$ cat src/rtl/tc_multi.sv
// Multi-channel timer/counter on the device bus: N_CH one-shot/auto-reload/free-run counters.
// Optional per-channel prescaler enabled by defining TC_MULTI_PRESCALE_EN.
module tc_multi #(
   parameter int unsigned N_CH   = 2,
   parameter int unsigned WIDTH  = 32,
   parameter int unsigned ADDR_W = 3
) (
   input  logic              clk_i,
   input  logic              rst_n_i,
   input  logic [ADDR_W-1:0] add_i,
   input  logic              we_i,
   input  logic [31:0]       dat_i,
   output logic [31:0]       dat_o,
   output logic [N_CH-1:0]   irq_o,
   output logic              irq
);

   localparam int unsigned CH_W   = ADDR_W - 2;
   localparam int unsigned CTRL_W = 12;

   logic [CH_W-1:0] ch_idx;
   logic [1:0]      reg_k;
   logic            ch_valid;
   logic [31:0]     rd_data;
   logic            unused_dat;

   logic [N_CH-1:0]            en_a;
   logic [N_CH-1:0]            im_a;
   logic [N_CH-1:0]            pend_a;
   logic [N_CH-1:0][1:0]       mode_a;
   logic [N_CH-1:0][7:0]       ps_a;
   logic [N_CH-1:0][WIDTH-1:0] preset_a;
   logic [N_CH-1:0][WIDTH-1:0] count_a;

   assign ch_idx     = add_i[ADDR_W-1:2];
   assign reg_k      = add_i[1:0];
   assign ch_valid   = (32'(ch_idx) < N_CH);
   assign unused_dat = ^dat_i;

   for (genvar c = 0; c < N_CH; c++) begin : g_ch
      logic             sel;
      logic             wr_ctrl;
      logic             wr_preset;
      logic             wr_status;
      logic             tick;
      logic             en_q;
      logic             im_q;
      logic             pend_q;
      logic [1:0]       mode_q;
      logic [WIDTH-1:0] preset_q;
      logic [WIDTH-1:0] count_q;
      logic [WIDTH-1:0] count_nxt;
      logic             pend_set;
      logic             en_clr;

      assign sel       = we_i & ch_valid & (ch_idx == CH_W'(c));
      assign wr_ctrl   = sel & (reg_k == 2'd0);
      assign wr_preset = sel & (reg_k == 2'd1);
      assign wr_status = sel & (reg_k == 2'd3);

`ifdef TC_MULTI_PRESCALE_EN
      logic [7:0] ps_q;
      logic [7:0] div_q;

      assign tick    = en_q & (div_q == ps_q);
      assign ps_a[c] = ps_q;

      // Divider restarts whenever the channel is reprogrammed or idle
      always_ff @(posedge clk_i or negedge rst_n_i) begin
         if (!rst_n_i) begin
            ps_q  <= '0;
            div_q <= '0;
         end else begin
            if (wr_ctrl) ps_q <= dat_i[11:4];
            if (!en_q || wr_ctrl || wr_preset || tick) div_q <= '0;
            else                                       div_q <= div_q + 8'd1;
         end
      end
`else
      assign tick    = en_q;
      assign ps_a[c] = '0;
`endif

      // Counter next value and terminal events; a PRESET write overrides the tick
      always_comb begin
         count_nxt = count_q;
         pend_set  = 1'b0;
         en_clr    = 1'b0;
         if (tick) begin
            unique case (mode_q)
               2'd0: begin
                  if (count_q != '0) begin
                     count_nxt = count_q - WIDTH'(1);
                     if (count_q == WIDTH'(1)) begin
                        pend_set = 1'b1;
                        en_clr   = 1'b1;
                     end
                  end
               end
               2'd1: begin
                  if (count_q > WIDTH'(1)) begin
                     count_nxt = count_q - WIDTH'(1);
                  end else begin
                     count_nxt = preset_q;
                     pend_set  = (count_q == WIDTH'(1)) && (preset_q != '0);
                  end
               end
               2'd2: begin
                  count_nxt = count_q + WIDTH'(1);
                  pend_set  = (count_q == '1);
               end
               default: ;
            endcase
         end
         if (wr_preset) begin
            count_nxt = dat_i[WIDTH-1:0];
            pend_set  = 1'b0;
            en_clr    = 1'b0;
         end
      end

      always_ff @(posedge clk_i or negedge rst_n_i) begin
         if (!rst_n_i) begin
            en_q     <= 1'b0;
            im_q     <= 1'b0;
            mode_q   <= '0;
            preset_q <= '0;
            count_q  <= '0;
            pend_q   <= 1'b0;
         end else begin
            count_q <= count_nxt;
            if (wr_preset) preset_q <= dat_i[WIDTH-1:0];
            if (wr_ctrl) begin
               en_q   <= dat_i[0];
               mode_q <= dat_i[2:1];
               im_q   <= dat_i[3];
            end else if (en_clr) begin
               en_q <= 1'b0;
            end
            if (pend_set)                    pend_q <= 1'b1;
            else if (wr_status && dat_i[0])  pend_q <= 1'b0;
         end
      end

      assign en_a[c]     = en_q;
      assign im_a[c]     = im_q;
      assign pend_a[c]   = pend_q;
      assign mode_a[c]   = mode_q;
      assign preset_a[c] = preset_q;
      assign count_a[c]  = count_q;
   end

   // Read mux on pre-edge register values; unmapped channels read 0
   always_comb begin
      rd_data = '0;
      for (int c = 0; c < N_CH; c++) begin
         if (ch_valid && (ch_idx == CH_W'(c))) begin
            unique case (reg_k)
               2'd0: rd_data = 32'(CTRL_W'({ps_a[c], im_a[c], mode_a[c], en_a[c]}));
               2'd1: rd_data = 32'(preset_a[c]);
               2'd2: rd_data = 32'(count_a[c]);
               default: rd_data = 32'(pend_a[c]);
            endcase
         end
      end
   end

   always_ff @(posedge clk_i or negedge rst_n_i) begin
      if (!rst_n_i) dat_o <= '0;
      else          dat_o <= rd_data;
   end

   assign irq_o = pend_a & im_a;
   assign irq   = |irq_o;

endmodule

$ cat config.mk
export PLATFORM = sky130hd
export DESIGN_NAME = tc_multi
export DESIGN_NICKNAME = d
export VERILOG_FILES = /design/src/rtl/tc_multi.sv
export SDC_FILE = /design/constraint.sdc
export NUM_CORES = 1
export LEC_CHECK = 0
export BUFFER_PORTS_ARGS = -buffer_cell sky130_fd_sc_hd__buf_4
export CAP_MARGIN = 20
export CORE_AREA = 4 4 139 141
export DETAILED_ROUTE_END_ITERATION = 6
export DIE_AREA = 0 0 143 145
export PLACE_DENSITY = 0.84
export SLEW_MARGIN = 20
export SYNTH_ARGS = -nofsm -noshare
export SYNTH_HDL_FRONTEND = slang
export SYNTH_SLANG_ARGS = --single-unit
$ cat constraint.sdc
create_clock -name clk_i -period 6.71 [get_ports clk_i]
set_input_delay 1.342 -clock clk_i [delete_from_list [all_inputs] [get_ports clk_i]]
set_output_delay 1.342 -clock clk_i [all_outputs]
set_load 0.03 [all_outputs]
==> run_results.csv <==
group,metric,value,unit
status,outcome,"finished, violations left",
status,violations,"DRC",
placement,io_buffers,72,
global_route,grt_max_degree,81,
final_layout,design_area,0.01261,mm^2
synth,synth_area,0.01161,mm^2
synth,synth_fp_nets,1510,
synth,ys_seq_elements,170,
detailed_routing,first_iter_violations,1823,
clock_network,cts_buffers,17,
detailed_routing,wl_per_cell,24.25,um
timing,max_freq,244.1,MHz
pwr,leakage,5.232,nW
timing,rsz0062_at_grt,"false",
synth,netlist.area_leader.share,36.65,%
placement,detailed_place_hpwl,27480,um
detailed_routing,drt_wl_total,40480,um
clock_network,cts.sinks,170,
floorplan,die_y,145,um
clock_network,cts_resized,0,
synth,yosys.cell_types.count,71,
timing,fin_crit,4.097,ns
detailed_routing,drtAntennaViolNets,0,
pwr,powerDensity,368.2,mW/mm^2
floorplan,start_util,64.61,%
clock_network,clk_pin_slew,0.07,ns
placement,place_congestion,0.9826,
clock_network,root_buffer,"clkbuf_16",
final_layout,nets,1481,
synth,yosysSeqAreaShare,36.65,%
timing,fin_crit_sh,61.06,%
floorplan,core,0.01796,mm^2
worst_setup_path,worst_ep_arrival_time,4.46,ns
final_layout,syn_to_final_growth,8.613,%
synth,netlist_instances,1456,
synth,synth_edf_count,0,
floorplan,ioPinCount,73,
global_route,grt-ovfl-total,0,
clock_network,cts_setup_buffers,0,
job,max_cap_viol_count,0,
clock_network,htree_levels,4,
timing,setup_tns,0,ns
detailed_routing,vias_per_cell,7.265,
worst_setup_path,end_kind,"register",
floorplan,fp.dieW,143,um
final_layout,fin_util,70.17,%
clock_network,clockBufferDepth,2,
synth,ys.warnings.count,0,
worst_setup_path,worstPathRequired,7.07,ns
timing,setup_viol,0,
clock_network,clock_latency,0.45,ns
global_route,grt_pass1_vias,11170,
pwr,report.power.total,4.642,mW
worst_setup_path,criticalPathCategory,"register to register",
synth,ys.flop_type,"dfrtp_1",
detailed_routing,vias,12130,
global_route,grt_pass1_wl,63380,um
worst_setup_path,cpLargestDelayFamily,"simple AND/OR/NAND/NOR gates",
hold_path,hold_class,"register to register",
global_route,grt_antenna_before_repair,0,
synth,synth-async-reset-ratio,100.0,%
detailed_routing,dr.pass1.iters,7,
timing,skew,0.008510,ns
clock_network,tritoncts,"built",
timing,drv_slew,0,
floorplan,rows,49,
placement,placed_cell_area,0.01202,mm^2
detailed_routing,drcViolationCount,2,
worst_setup_path,worstPathCellList,"nor4_1 -> nand4_1 -> or4_1 -> a31oi_4 -> a22oi_1 -> o211ai_1",
synth,synth_area_per_cell,7.971,um^2
worst_setup_path,startpoint_type,"register",
timing,slew_headroom,21.18,%
pwr,peakVddDrop,218.9,uV
clock_network,ctsHoldBuffers,0,
worst_setup_path,crit_buf_inv,0,
final_layout,drive_above_1_share,10.07,%
synth,yosysTopAreaCell,"dfrtp_1",
timing,hold_viol,0,
timing,worst-slew-pin-transition,1.174,ns
worst_setup_path,cpPeakStageDelay,0.95,ns
worst_setup_path,cp_slowest_cell,"a31oi_4",
global_route,grt_use_total,38.69,%
final_layout,diodes,0,
worst_setup_path,path_max_fanout,32,
floorplan,dieArea,0.02074,mm^2
synth,synth_area_leaders,"dfrtp_1, nand2_1, xnor2_1",
==> per-layer routing <==
metal | routed length [um] | GRT usage [%] | part of all wire, % | vias to the layer above
met5 | 0 | 0 | 0 | -
li1 | - | - | - | 5265
met3 | 4935 | 8.950 | 12 | 202
met2 | 18300 | 58.34 | 45 | 926
met1 | 15320 | 54.12 | 38 | 5733
met4 | 1922 | 15.40 | 4.7 | 0
==> Yosys cell counts, types with 11 or more instances <==
master and n:
nand2_1 299, dfrtp_1 170, clkbuf_1 107, nor2_1 72, a21oi_1 67, a22oi_1 66, o21ai_0 64, xnor2_1 60
nand3_1 54, nor4_1 44, o21ai_1 37, nor3_1 36, a221oi_1 33, nand4_1 27, xor2_1 26, inv_1 24
o211ai_1 21, a31oi_1 17, ha_1 16, or3_1 15, and3_1 14, buf_1 13, a221o_1 11, and4_1 11
==> per-stage QoR <==
step | worst slack [ns] | std cells | hold WS [ns]
2_1_floorplan | 3.387 | 1456 | 0.4722
3_3_place_gp | 2.537 | 1637 | 0.5120
3_5_place_dp | 2.474 | 1637 | 0.5129
4_1_cts | 2.781 | 1669 | 0.5330
5_1_grt | 2.394 | 1669 | 0.5536
6_report | 2.613 | 1669 | 0.5318
==> cells by family after synthesis <==
family,Yosys count,share of synthesized area (%)
and+or+nand+nor,624,25.61
AOI/OAI and AO/OA,392,22.96
DFF,170,36.65
buffers and inverters,160,5.617
xor gates and xnor gates,86,6.490
adders and majority gates,16,1.725
muxes,8,0.9379
==> worst min-delay path: stages, from the launching register on <==
cell and delay [ns]:
dfrtp_1 0.38, nand2_1 0.06, nand2_1 0.06
==> placed cells by master (no fill, tap or decap), drive strengths merged, types with 11 or more instances in the layout <==
| cell type | n |
|---|---|
| a21oi | 67 |
| and4 | 11 |
| clkbuf | 17 |
| nand3 | 54 |
| xnor2 | 60 |
| ha | 16 |
| a221oi | 36 |
| inv | 30 |
| dfrtp | 170 |
| o211ai | 21 |
| nand4 | 27 |
| and3 | 14 |
| nor3 | 37 |
| buf | 87 |
| a31oi | 18 |
| xor2 | 26 |
| nor4 | 46 |
| a221o | 11 |
| o21ai | 102 |
| or3 | 15 |
| a22oi | 66 |
| nor2 | 73 |
| nand2 | 300 |
| or4 | 12 |
==> final timing paths <==
kind / from / endpoint / slack (ns) / cells past startpoint
worst max-delay path: g_ch[1].count_q[4]$_DFFE_PN0P_ / g_ch[1].count_q[13]$_DFFE_PN0P_ / 2.61 / 6
worst min-delay path: g_ch[1].preset_q[17]$_DFFE_PN0P_ / g_ch[1].preset_q[17]$_DFFE_PN0P_ / 0.53 / 2
worst max register to register: g_ch[1].count_q[4]$_DFFE_PN0P_ / g_ch[1].count_q[13]$_DFFE_PN0P_ / 2.61 / 6
worst min register to register: g_ch[1].preset_q[17]$_DFFE_PN0P_ / g_ch[1].preset_q[17]$_DFFE_PN0P_ / 0.53 / 2
max in group asynchronous: rst_n_i / g_ch[1].preset_q[18]$_DFFE_PN0P_ / 4.61 / 2
min in group asynchronous: rst_n_i / g_ch[1].en_q$_DFFE_PN0P_ / 0.88 / 1
==> sequential cells by signal, summed over array words and instances (netlist names) <==
| register | cells |
|---|---|
| g_ch.preset_q | 64 |
| g_ch.pend_q | 2 |
| g_ch.mode_q | 4 |
| dat_o | 32 |
| g_ch.im_q | 2 |
| g_ch.en_q | 2 |
| g_ch.count_q | 64 |
==> where the power goes <==
part | leakage (nW) | total, mW | switching [mW] | internal, mW
Clock | 0.279 | 0.988 | 0.492 | 0.496
Sequential | 2.15 | 1.89 | 0.606 | 1.29
Combinational | 2.80 | 1.76 | 1.06 | 0.697
Total | 5.23 | 4.64 | 2.16 | 2.48
==> final cells by class <==
class,instances,area (um^2)
Multi-Input combinational cell,1126,6730
Fill cell,1422,5358
Sequential cell,170,4254
Timing Repair Buffer,87,656.9
Clock buffer,17,425.4
Tap cell,229,286.5
Clock inverter,15,158.9
Inverter,25,93.84
(Power assumes the default switching activity.)
